===== config.mk =====
export PLATFORM = sky130hd
export DESIGN_NAME = reel_spin_ctrl_flat
export DESIGN_NICKNAME = d
export VERILOG_FILES = /design/src/rtl/reel_spin_if.sv /design/src/rtl/reel_spin_ctrl.sv /design/src/flat_wrapper.sv
export SDC_FILE = /design/constraint.sdc
export NUM_CORES = 1
export LEC_CHECK = 0
export CAP_MARGIN = 30
export CORE_UTILIZATION = 55
export CTS_BUF_LIST = sky130_fd_sc_hd__clkbuf_4 sky130_fd_sc_hd__clkbuf_8 sky130_fd_sc_hd__clkbuf_16
export DETAILED_ROUTE_END_ITERATION = 16
export GPL_ROUTABILITY_DRIVEN = 1
export PLACE_DENSITY = 0.92
export SLEW_MARGIN = 10
export SYNTH_ARGS = -nofsm -noshare
export SYNTH_HDL_FRONTEND = slang
export SYNTH_SLANG_ARGS = --single-unit

===== constraint.sdc =====
create_clock -name clk -period 5 [get_ports clk]
set_input_delay 0.75 -clock clk [delete_from_list [all_inputs] [get_ports clk]]
set_output_delay 0.75 -clock clk [all_outputs]
set_load 0.01 [all_outputs]

===== src/rtl/reel_spin_if.sv =====
// Handshake bundle between the game logic / clock_divider and one reel controller.
// REEL_TARGET_EN adds the target symbol input chosen by game logic.
interface reel_spin_if;
  logic        start;
  logic        stop;
  logic        tick;
`ifdef REEL_TARGET_EN
  logic [3:0]  target;
`endif
  logic [25:0] speed;
  logic        div_restart;
  logic [3:0]  symbol;
  logic        spinning;
  logic        done;
  logic [1:0]  dbg_state;

  // start/stop are single-cycle requests; there is no ready: the controller
  // samples them every clock and silently drops requests its state ignores.
  modport master (
`ifdef REEL_TARGET_EN
    output target,
`endif
    output start, stop, tick,
    input  speed, div_restart, symbol, spinning, done, dbg_state
  );

  modport slave (
`ifdef REEL_TARGET_EN
    input  target,
`endif
    input  start, stop, tick,
    output speed, div_restart, symbol, spinning, done, dbg_state
  );
endinterface


===== src/rtl/reel_spin_ctrl.sv =====
// Per-reel start/spin/slowdown sequencer; steps the symbol on each rising tick.
// Optional macro REEL_TARGET_EN holds the final stop until the symbol matches target.
module reel_spin_ctrl #(
  parameter int NUM_SYMBOLS = 10,
  parameter int SPEED_MAX   = 20,
  parameter int SPEED_MIN   = 2,
  parameter int RAMP_TICKS  = 4
) (
  input  logic        clk,
  input  logic        rst_n,
  reel_spin_if.slave  bus
);
  localparam int RW = $clog2(RAMP_TICKS + 1);
  localparam logic [RW-1:0] RAMP_LAST = RW'(RAMP_TICKS - 1);
  localparam logic [RW-1:0] RAMP_ONE  = RW'(1);
  localparam logic [3:0]    SYM_LAST  = 4'(NUM_SYMBOLS - 1);
  localparam logic [25:0]   SPD_MAX   = 26'(SPEED_MAX);
  localparam logic [25:0]   SPD_MIN   = 26'(SPEED_MIN);

  typedef enum logic [1:0] {IDLE = 2'd0, SPIN = 2'd1, SLOW = 2'd2} state_e;

  state_e        state_q, state_d;
  logic [25:0]   speed_q, speed_d;
  logic [3:0]    symbol_q, symbol_d;
  logic [RW-1:0] ramp_q, ramp_d;
  logic          spinning_q, spinning_d;
  logic          done_q, done_d;
  logic          restart_q, restart_d;
  logic          tick_q;
  logic          step;
  logic [3:0]    sym_next;
  logic          may_finish;

  assign step     = bus.tick & ~tick_q;
  assign sym_next = (symbol_q == SYM_LAST) ? 4'd0 : symbol_q + 4'd1;

`ifdef REEL_TARGET_EN
  assign may_finish = (sym_next == bus.target);
`else
  assign may_finish = 1'b1;
`endif

  always_comb begin
    state_d    = state_q;
    speed_d    = speed_q;
    symbol_d   = symbol_q;
    ramp_d     = ramp_q;
    spinning_d = spinning_q;
    done_d     = 1'b0;
    restart_d  = 1'b0;
    unique case (state_q)
      IDLE: begin
        if (bus.start) begin
          state_d    = SPIN;
          speed_d    = SPD_MAX;
          spinning_d = 1'b1;
          restart_d  = 1'b1;
          ramp_d     = '0;
        end
      end
      SPIN: begin
        if (step) symbol_d = sym_next;
        // A step coinciding with stop is consumed here, not counted in SLOW.
        if (bus.stop) begin
          state_d = SLOW;
          ramp_d  = '0;
        end
      end
      SLOW: begin
        if (step) begin
          symbol_d = sym_next;
          if (ramp_q != RAMP_LAST) begin
            ramp_d = ramp_q + RAMP_ONE;
          end else if (speed_q > SPD_MIN) begin
            ramp_d  = '0;
            speed_d = speed_q - 26'd1;
          end else if (may_finish) begin
            ramp_d     = '0;
            state_d    = IDLE;
            spinning_d = 1'b0;
            done_d     = 1'b1;
          end
          // Without a target match ramp stays at its last value so every later step re-tests.
        end
      end
      default: state_d = IDLE;
    endcase
  end

  always_ff @(posedge clk) begin
    if (!rst_n) begin
      state_q    <= IDLE;
      speed_q    <= SPD_MIN;
      symbol_q   <= 4'd0;
      ramp_q     <= '0;
      spinning_q <= 1'b0;
      done_q     <= 1'b0;
      restart_q  <= 1'b0;
      tick_q     <= 1'b0;
    end else begin
      state_q    <= state_d;
      speed_q    <= speed_d;
      symbol_q   <= symbol_d;
      ramp_q     <= ramp_d;
      spinning_q <= spinning_d;
      done_q     <= done_d;
      restart_q  <= restart_d;
      tick_q     <= bus.tick;
    end
  end

  assign bus.speed       = speed_q;
  assign bus.symbol      = symbol_q;
  assign bus.spinning    = spinning_q;
  assign bus.done        = done_q;
  assign bus.div_restart = restart_q;
  assign bus.dbg_state   = state_q;
endmodule


===== src/flat_wrapper.sv =====
// flat-port wrapper written by rule: the top's interface ports become plain ports
module reel_spin_ctrl_flat 
#(
  parameter int NUM_SYMBOLS = 10,
  parameter int SPEED_MAX   = 20,
  parameter int SPEED_MIN   = 2,
  parameter int RAMP_TICKS  = 4
)
  (clk, rst_n, bus_start, bus_stop, bus_tick, bus_speed, bus_div_restart, bus_symbol, bus_spinning, bus_done, bus_dbg_state);
  reel_spin_if bus_i ();
  input  logic clk;
  input  logic rst_n;
  input wire logic [$bits(bus_i.start)-1:0] bus_start;
  input wire logic [$bits(bus_i.stop)-1:0] bus_stop;
  input wire logic [$bits(bus_i.tick)-1:0] bus_tick;
  output wire logic [$bits(bus_i.speed)-1:0] bus_speed;
  output wire logic [$bits(bus_i.div_restart)-1:0] bus_div_restart;
  output wire logic [$bits(bus_i.symbol)-1:0] bus_symbol;
  output wire logic [$bits(bus_i.spinning)-1:0] bus_spinning;
  output wire logic [$bits(bus_i.done)-1:0] bus_done;
  output wire logic [$bits(bus_i.dbg_state)-1:0] bus_dbg_state;
  assign bus_i.start = bus_start;
  assign bus_i.stop = bus_stop;
  assign bus_i.tick = bus_tick;
  assign bus_speed = bus_i.speed;
  assign bus_div_restart = bus_i.div_restart;
  assign bus_symbol = bus_i.symbol;
  assign bus_spinning = bus_i.spinning;
  assign bus_done = bus_i.done;
  assign bus_dbg_state = bus_i.dbg_state;
  reel_spin_ctrl #(.NUM_SYMBOLS(NUM_SYMBOLS), .SPEED_MAX(SPEED_MAX), .SPEED_MIN(SPEED_MIN), .RAMP_TICKS(RAMP_TICKS)) u_core (.clk(clk), .rst_n(rst_n), .bus(bus_i));
endmodule

==> results of run 1 <==
==> registers in the layout (all words and copies together), names as in the netlist <==
signal and flops:
u_core.bus.speed 26, u_core.ramp_q 3, u_core.bus.dbg_state 2, u_core.bus.symbol 4, u_core.bus.done 1, u_core.bus.div_restart 1
u_core.tick_q 1, u_core.bus.spinning 1
==> cells by family after synthesis <==
group | Yosys count | share of synthesized area, %
compound gates | 65 | 20.2
xor+xnor | 2 | 0.875
fa+ha+maj | 9 | 5.62
buf+inv | 18 | 4.31
flops | 39 | 39.0
mux | 4 | 2.00
simple gates | 99 | 28.0
==> worst min path at each step <==
stage	from	endpoint	slack (ns)
2_1_floorplan	u_core.ramp_q[2]	u_core.ramp_q[2]	0.42
3_3_place_gp	u_core.ramp_q[2]	u_core.ramp_q[2]	0.44
3_5_place_dp	u_core.ramp_q[2]	u_core.ramp_q[2]	0.46
4_1_cts	u_core.ramp_q[2]	u_core.ramp_q[2]	0.47
5_1_grt	u_core.ramp_q[2]	u_core.ramp_q[2]	0.50
6_report	u_core.ramp_q[2]	u_core.ramp_q[2]	0.48
==> cell type report <==
type,instances,area (µm²)
Multi-Input combinational cell,179,1140
Sequential cell,39,781
Timing Repair Buffer,39,390
Clock inverter,1,5.00
Fill cell,282,956
Clock buffer,7,52.6
Tap cell,46,57.6
Inverter,10,37.5
==> synthesized netlist by cell type, types with 2 or more instances <==
| cell type | instances | area, µm² |
|---|---|---|
| sky130_fd_sc_hd__a21oi_1 | 24 | 120 |
| sky130_fd_sc_hd__a31oi_1 | 4 | 25.0 |
| sky130_fd_sc_hd__a41o_1 | 2 | 20.0 |
| sky130_fd_sc_hd__and2_1 | 2 | 12.5 |
| sky130_fd_sc_hd__buf_6 | 2 | 22.5 |
| sky130_fd_sc_hd__clkbuf_1 | 5 | 18.8 |
| sky130_fd_sc_hd__dfxtp_1 | 39 | 781 |
| sky130_fd_sc_hd__ha_1 | 9 | 113 |
| sky130_fd_sc_hd__inv_1 | 10 | 37.5 |
| sky130_fd_sc_hd__mux2i_1 | 4 | 40.0 |
| sky130_fd_sc_hd__nand2_1 | 20 | 75.1 |
| sky130_fd_sc_hd__nand2b_1 | 3 | 18.8 |
| sky130_fd_sc_hd__nand3_1 | 7 | 35.0 |
| sky130_fd_sc_hd__nand4_1 | 3 | 18.8 |
| sky130_fd_sc_hd__nor2_1 | 17 | 63.8 |
| sky130_fd_sc_hd__nor2b_1 | 4 | 25.0 |
| sky130_fd_sc_hd__nor3_1 | 5 | 25.0 |
| sky130_fd_sc_hd__nor4_1 | 4 | 25.0 |
| sky130_fd_sc_hd__o21ai_0 | 14 | 70.1 |
| sky130_fd_sc_hd__o31ai_1 | 10 | 75.1 |
| sky130_fd_sc_hd__or3_1 | 12 | 75.1 |
| sky130_fd_sc_hd__or4_1 | 11 | 82.6 |
| sky130_fd_sc_hd__xor2_1 | 2 | 17.5 |
==> metrics by stage <==
step / area (µm²) / hold WS, ns / cells
floorplan: 2000 / 0.418 / 236
global placement: 2400 / 0.436 / 313
detailed placement: 2400 / 0.457 / 313
CTS: 2460 / 0.474 / 321
global route: 2460 / 0.498 / 321
finish: 2460 / 0.484 / 321
==> report_power, final <==
group / switching (µW) / internal (µW)
registers: 78.7 / 373
logic: 463 / 318
clock network: 103 / 65.7
total: 645 / 756
==> layout by cell type (no fill, tap or decap), types with 5 or more instances in the layout <==
master                            netlist  layout
sky130_fd_sc_hd__nand3_1                7       7
sky130_fd_sc_hd__ha_1                   9       9
sky130_fd_sc_hd__or3_1                 12      12
sky130_fd_sc_hd__or4_1                 11      11
sky130_fd_sc_hd__nor3_1                 5       5
sky130_fd_sc_hd__nor2_1                17      17
sky130_fd_sc_hd__nand2_1               20      20
sky130_fd_sc_hd__clkdlybuf4s50_1        0      39
sky130_fd_sc_hd__clkbuf_4               0       7
sky130_fd_sc_hd__inv_1                 10      10
sky130_fd_sc_hd__o21ai_0               14      14
sky130_fd_sc_hd__o31ai_1               10      10
sky130_fd_sc_hd__dfxtp_1               39      39
sky130_fd_sc_hd__a21oi_1               24      24
==> layer usage <==
metal	part of all wire, %	up-vias
met4	1.1	0
met1	44	897
met5	0	-
li1	-	963
met3	6.9	7
met2	48	74
==> worst max-delay path, cell delays in order <==
cell                              delay (ns)
sky130_fd_sc_hd__clkdlybuf4s50_1        0.50
sky130_fd_sc_hd__nand4bb_1              0.16
sky130_fd_sc_hd__a211o_1                0.41
sky130_fd_sc_hd__a311o_1                0.52
sky130_fd_sc_hd__or4_1                  0.52
sky130_fd_sc_hd__a21oi_1                0.14
==> out/results.txt, run 1 <==
The worst register-to-register path has a setup slack of 2.36 ns. The maximum fanout along the worst path is 17, and the pin count of the biggest net entering global routing is 24. For this run, the post-layout net count is 288.

Yosys printed 0 warnings. A synthesized cell averages 8.49 µm². The cell sitting at the root of the clock tree is a sky130_fd_sc_hd__clkbuf_4. Setup repair after global routing left no endpoint under its margin. The congestion estimate from routability-driven global placement came to 0.841.

Among all flip-flop cells after synthesis, the most frequent one is sky130_fd_sc_hd__dfxtp_1. In this run the most used layer during global routing was met2. Counting flops with a built-in enable in the synthesized netlist gives 0. IR analysis of the VDD net gives a maximum drop of 316 µV. The smallest setup slack after layout came out at 2.27 ns.

TritonCTS built the clock tree. Counting cells, the worst reg-to-reg path comes to 7. The global routing met3 resource utilization was 5.70%.

The core utilization of the finished layout is 72.0%, and the number of different library cells in the post-synthesis netlist is 46. After technology mapping, the gate count stands at 236. At the worst endpoint, the required time is 5.28 ns. In the routed layout, each cell is associated on average with a via count of 6.05. 40 I/O pins were placed. For the finished layout, the period the worst path requires is 2.73 ns.

The type of the worst setup path is in -> reg. The reg-to-reg critical path startpoint is u_core.bus.dbg_state[0]. The setup total negative slack was 0 ns; the post-cts gate resize count was 0. The total overflow left after global routing is 0. In this run the core area contains 21 standard-cell rows.

For this run, the total global-route usage over all layers was measured as 24.1%. The path class of the tightest hold or removal check is reg -> reg. Buffers added to address setup during post-CTS repair amount to 0.

The detailed placement HPWL is 3.18 mm, and the wire length of the first global-routing pass is 7.62 mm. For this block, the initial DRC count from the detailed router was 135. For the final database, setup skew stands at 0.00962 ns.

The clock slew at the register clock pins of the worst setup and hold paths was 0.12 ns; the arrival time of the worst setup path was 3.01 ns. The remaining routing DRC violations is 0, and the number of antenna violations at the first check in global routing is 0. The flow ran to the end, and the final reports show no timing, DRC or antenna violations. For the pin with the worst max-slew slack, the measured transition is 0.733 ns. Number of H-tree levels: 2. Of the synthesized area, sequential elements account for 39.0%. The via count of the first global-routing pass is 1,748, and the number of search-and-repair iterations in the first detailed-routing pass is 4.

Post-synthesis instance area: 2000 µm². The number of hold violations in the final report is 0. The run gives 0.35 ns as the clock latency on the worst-skew pair.

The routed design has 4.54 mm of wire. Achievable clock frequency: 366 MHz. Before CTS, the worst setup slack after placement is 1.95 ns. The layout cell share with drive strength beyond 1 was 5.45%; the antenna diode count was 0. Summing internal, switching and leakage power gives 1400 µW. The number of vias in the routed layout is 1,941, and the portion of the clock cycle consumed by the worst path in the final layout is 54.6%. The detail route stage leaves a number of antenna-violating nets equal to 0.

Compared with the post-synthesis result, the final layout area differs by 22.8%. The die is 62.4 µm tall. For the number of maximum-capacitance violations, the log shows 0. The worst pin sits at a relative slew slack of 51.0%.

STA classifies the critical path startpoint as an input pin. STA classifies the critical path endpoint as a flip-flop. The tree built by TritonCTS fans out to 39 sinks. The total power per unit cell area works out to 570 nW/µm². The full die area is 3890 µm², and the number of nets in the synthesized netlist is 250. Hold repair after CTS inserted 0 buffers.

The met2 routing resource usage after global routing came out at 41.6%. The critical path starts at bus_tick. The total of buffers placed on input and output ports was 39; the final routed wire length divided by cell count was 14.1 µm.

The tools report the cell leakage power as 0.000896 µW. Counting flops with an async set or reset pin after synthesis yields a share of 0%. Synthesis-stage register bit count: 39. The core region area is 3420 µm², and the total clock buffers created by CTS is 5. The tools report the endpoint of the worst register-to-register path as u_core.bus.speed[24]. The effective utilization at floorplan was 58.6%; the number of cells on the worst hold path was 2.

Last element of the critical path: u_core.bus.speed[24]. Setup violations remaining at the end of the flow were counted as 0. The final max-slew violation count was 0; the die span in x was 62.4 µm. Global routing consumed, on the met1 layer, 29.9% of the routing resources. For the deepest clock path buffer count, the log shows 2.
(Power assumes the default switching activity.)
==> run 2, diff against run 1 <==
CORE_UTILIZATION = 46   (was 55)
PLACE_DENSITY = 0.83   (was 0.92)
clock period = 2.2 ns   (was 5 ns; I/O delays follow)
==> out/results.txt, run 2 (synthesis results as in run 1) <==
The worst hold path class is in -> reg (was reg -> reg). The arrival time of the worst setup path is 2.35 ns (was 3.01 ns). The final routed wire length divided by cell count was 13.8 µm (was 14.1 µm). The routed wire length on met3 is 186 µm (was 315 µm), and the clock slew at the register clock pins of the worst setup and hold paths is 0.08 ns (was 0.12 ns). The setup total negative slack is 0 ns (unchanged), and the final wirelength is 4.84 mm (was 4.54 mm). Top library cells by usage in the layout, fill and taps aside: 38 x sky130_fd_sc_hd__clkdlybuf4s50_1, 35 x sky130_fd_sc_hd__dfxtp_1, 23 x sky130_fd_sc_hd__buf_4 (was 39 x sky130_fd_sc_hd__clkdlybuf4s50_1, 39 x sky130_fd_sc_hd__dfxtp_1, 24 x sky130_fd_sc_hd__a21oi_1). The total clock buffers created by CTS was 5 (unchanged). Total power per unit cell area: 1390 nW/µm² (was 570 nW/µm²). Number of H-tree levels: 2 (unchanged). The core region area is 4090 µm² (was 3420 µm²). The tools report the sort of element at the start of the critical path as a flip-flop (was an input pin).

The logs give 0 (unchanged) for the antenna diode count and 0 (unchanged) for the final max-slew violation count. Slew at the pin with the worst max-slew slack: 0.632 ns (was 0.733 ns). Number of flip-flops in the largest register: 26 (unchanged).

The run gives 0.30 ns (was 0.35 ns) as the clock latency on the worst-skew pair. The total routing resource utilization after global routing was 22.7% (was 24.1%). Subtracting the final worst setup slack from the clock period gives 2.12 ns.

The net count of the finished layout was 313 (was 288); the wire length of the first global-routing pass was 7.87 mm (was 7.62 mm). The run gives 4 (unchanged) as the number of search-and-repair iterations in the first detailed-routing pass. The setup-violating endpoint count in the final report is 0 (unchanged). Total of buffers placed on input and output ports: 39 (unchanged). The deepest clock path buffer count was 2 (unchanged). The wire length on met2 was 2.39 mm (was 2.20 mm).

The tools report the category of the worst setup path capture point as a flip-flop (unchanged). The detail-routed via count per cell works out to 5.69 (was 6.05). The detailed placement HPWL was 3.42 mm (was 3.18 mm); the leftover overflow at the end of global routing was 0 (unchanged). The type of the worst setup path was reg -> reg (was in -> reg). For the number of vias in the routed layout, the log shows 1,993 (was 1,941). The first-iteration detailed-routing DRC count came out at 99 (was 135).

For the number of inserted filler cells in the final layout, the log shows 346 (was 282). The flow ran to the end, and the final reports show no timing, DRC or antenna violations. The number of sinks driven by the clock tree was 39 (unchanged); the post-synthesis to final-layout area growth was 41.5% (was 22.8%). The cell leakage power came out at 0.00107 µW (was 0.000896 µW).

Setup repair after global routing left no endpoint under its margin. Number of antenna violations at the first check in global routing: 0 (unchanged). Pin count of the biggest net entering global routing: 18 (was 24).

The full die area is 4620 µm² (was 3890 µm²). The clock root buffer master was sky130_fd_sc_hd__clkbuf_8 (was sky130_fd_sc_hd__clkbuf_4). The die span in x was 68.0 µm (was 62.4 µm); the worst IR drop on VDD was 662 µV (was 316 µV). The number of maximum-capacitance violations was 0 (unchanged); the relative slew slack was 57.5% (was 51.0%). The antenna violation net count after detailed routing is 0 (unchanged). The y dimension of the die is 68.0 µm (was 62.4 µm), and the layout cell share with drive strength beyond 1 is 19.3% (was 5.45%).

TritonCTS built the clock tree. Effective utilization at floorplan: 49.0% (was 58.6%). The logs give 0.00785 ns (was 0.00962 ns) for the worst setup skew after layout and 23 (was 21) for the number of core rows. The data required time at the worst endpoint is 2.43 ns (was 5.28 ns), and the portion of the clock cycle consumed by the worst path in the final layout is 96.5%. Maximum fanout along the worst path: 8 (was 17).

The number of primary I/O pins is 40 (unchanged). The remaining routing DRC violations was 0 (unchanged). The logs give 0.828 (was 0.841) for the global placement routability congestion and 471 MHz for the achievable clock frequency. The run gives 3930 µW (was 1400 µW) as the total chip power. The most common cell after layout, fill and taps aside was sky130_fd_sc_hd__clkdlybuf4s50_1. Via count of the first global-routing pass: 1,798 (was 1,748).

For the number of hold violations in the final report, the log shows 0 (unchanged). Top routing layer in use: met4 (unchanged). For the sum of routed wire segments on met1, the log shows 2.16 mm (was 1.98 mm). The run gives 0.381 ns (was 0.484 ns) as the worst slack on hold paths.
run 2: changes by cell type in the layout (fill, tap and decap cells not counted), sizes merged:
cell and change:
clkbuf -1, buf +25, clkdlybuf4s50 -1, bufinv +1
dlymetal6s2s +1
run 2: routing by layer:
layer | up-vias | global-route usage, %
li1 | 1001 | -
met1 | 942 | 27.5
met2 | 41 | 38.5
met3 | 9 | 4.33
met4 | 0 | 10.2
met5 | - | 0
run 2: per-stage QoR:
step	utilization (%)	setup WS (ns)	std cells	cell area, µm²
after floorplan	-	0.000669	236	2000
after global placement	63.2	-0.210	340	2580
after detailed placement	63.2	-0.264	340	2580
after CTS	66.3	-0.00790	348	2710
after global routing	69.4	0.00554	350	2840
final	69.4	0.0761	350	2840
run 2: worst paths after layout:
check	from	to	slack, ns	cells after the start
worst max-delay path	u_core.bus.dbg_state[1]	u_core.bus.speed[18]	0.08	8
worst min-delay path	bus_tick	u_core.tick_q	0.38	2
worst max register to register	u_core.bus.dbg_state[1]	u_core.bus.speed[18]	0.08	8
worst min register to register	u_core.ramp_q[2]	u_core.ramp_q[2]	0.47	2
run 2: area by class of cell:
| type | instances | area [µm²] | share of cell area [%] |
|---|---|---|---|
| clock inverter | 2 | 35.0 | 1.24 |
| timing repair buffer | 64 | 588 | 20.7 |
| sequential | 39 | 786 | 27.7 |
| inverter | 10 | 37.5 | 1.32 |
| tap | 50 | 62.6 | 2.21 |
| clock buffer | 6 | 82.6 | 2.91 |
| multi-input combinational | 179 | 1240 | 43.9 |
run 2: timing repair:
item | in CTS | in global routing
gates resized for setup | 1 | 24
hold buffers | 0 | 0
pin swaps | 1 | 12
hold endpoints to repair | 0 | 0
endpoints found under the setup margin | 8 | 19
setup buffers | 0 | 2
run 2: worst max-delay path, cell delays in order (launching register included):
cell	delay, ns
sky130_fd_sc_hd__dfxtp_2	0.35
sky130_fd_sc_hd__inv_2	0.06
sky130_fd_sc_hd__ha_4	0.16
sky130_fd_sc_hd__nor2b_4	0.13
sky130_fd_sc_hd__a211o_4	0.34
sky130_fd_sc_hd__a311o_1	0.40
sky130_fd_sc_hd__buf_6	0.16
sky130_fd_sc_hd__or3_1	0.34
sky130_fd_sc_hd__a21oi_1	0.12
run 2: report_power, final:
group,internal (µW),switching [µW]
Combinational,1100,1200
Sequential,851,155
Clock,367,259
Total,2320,1620
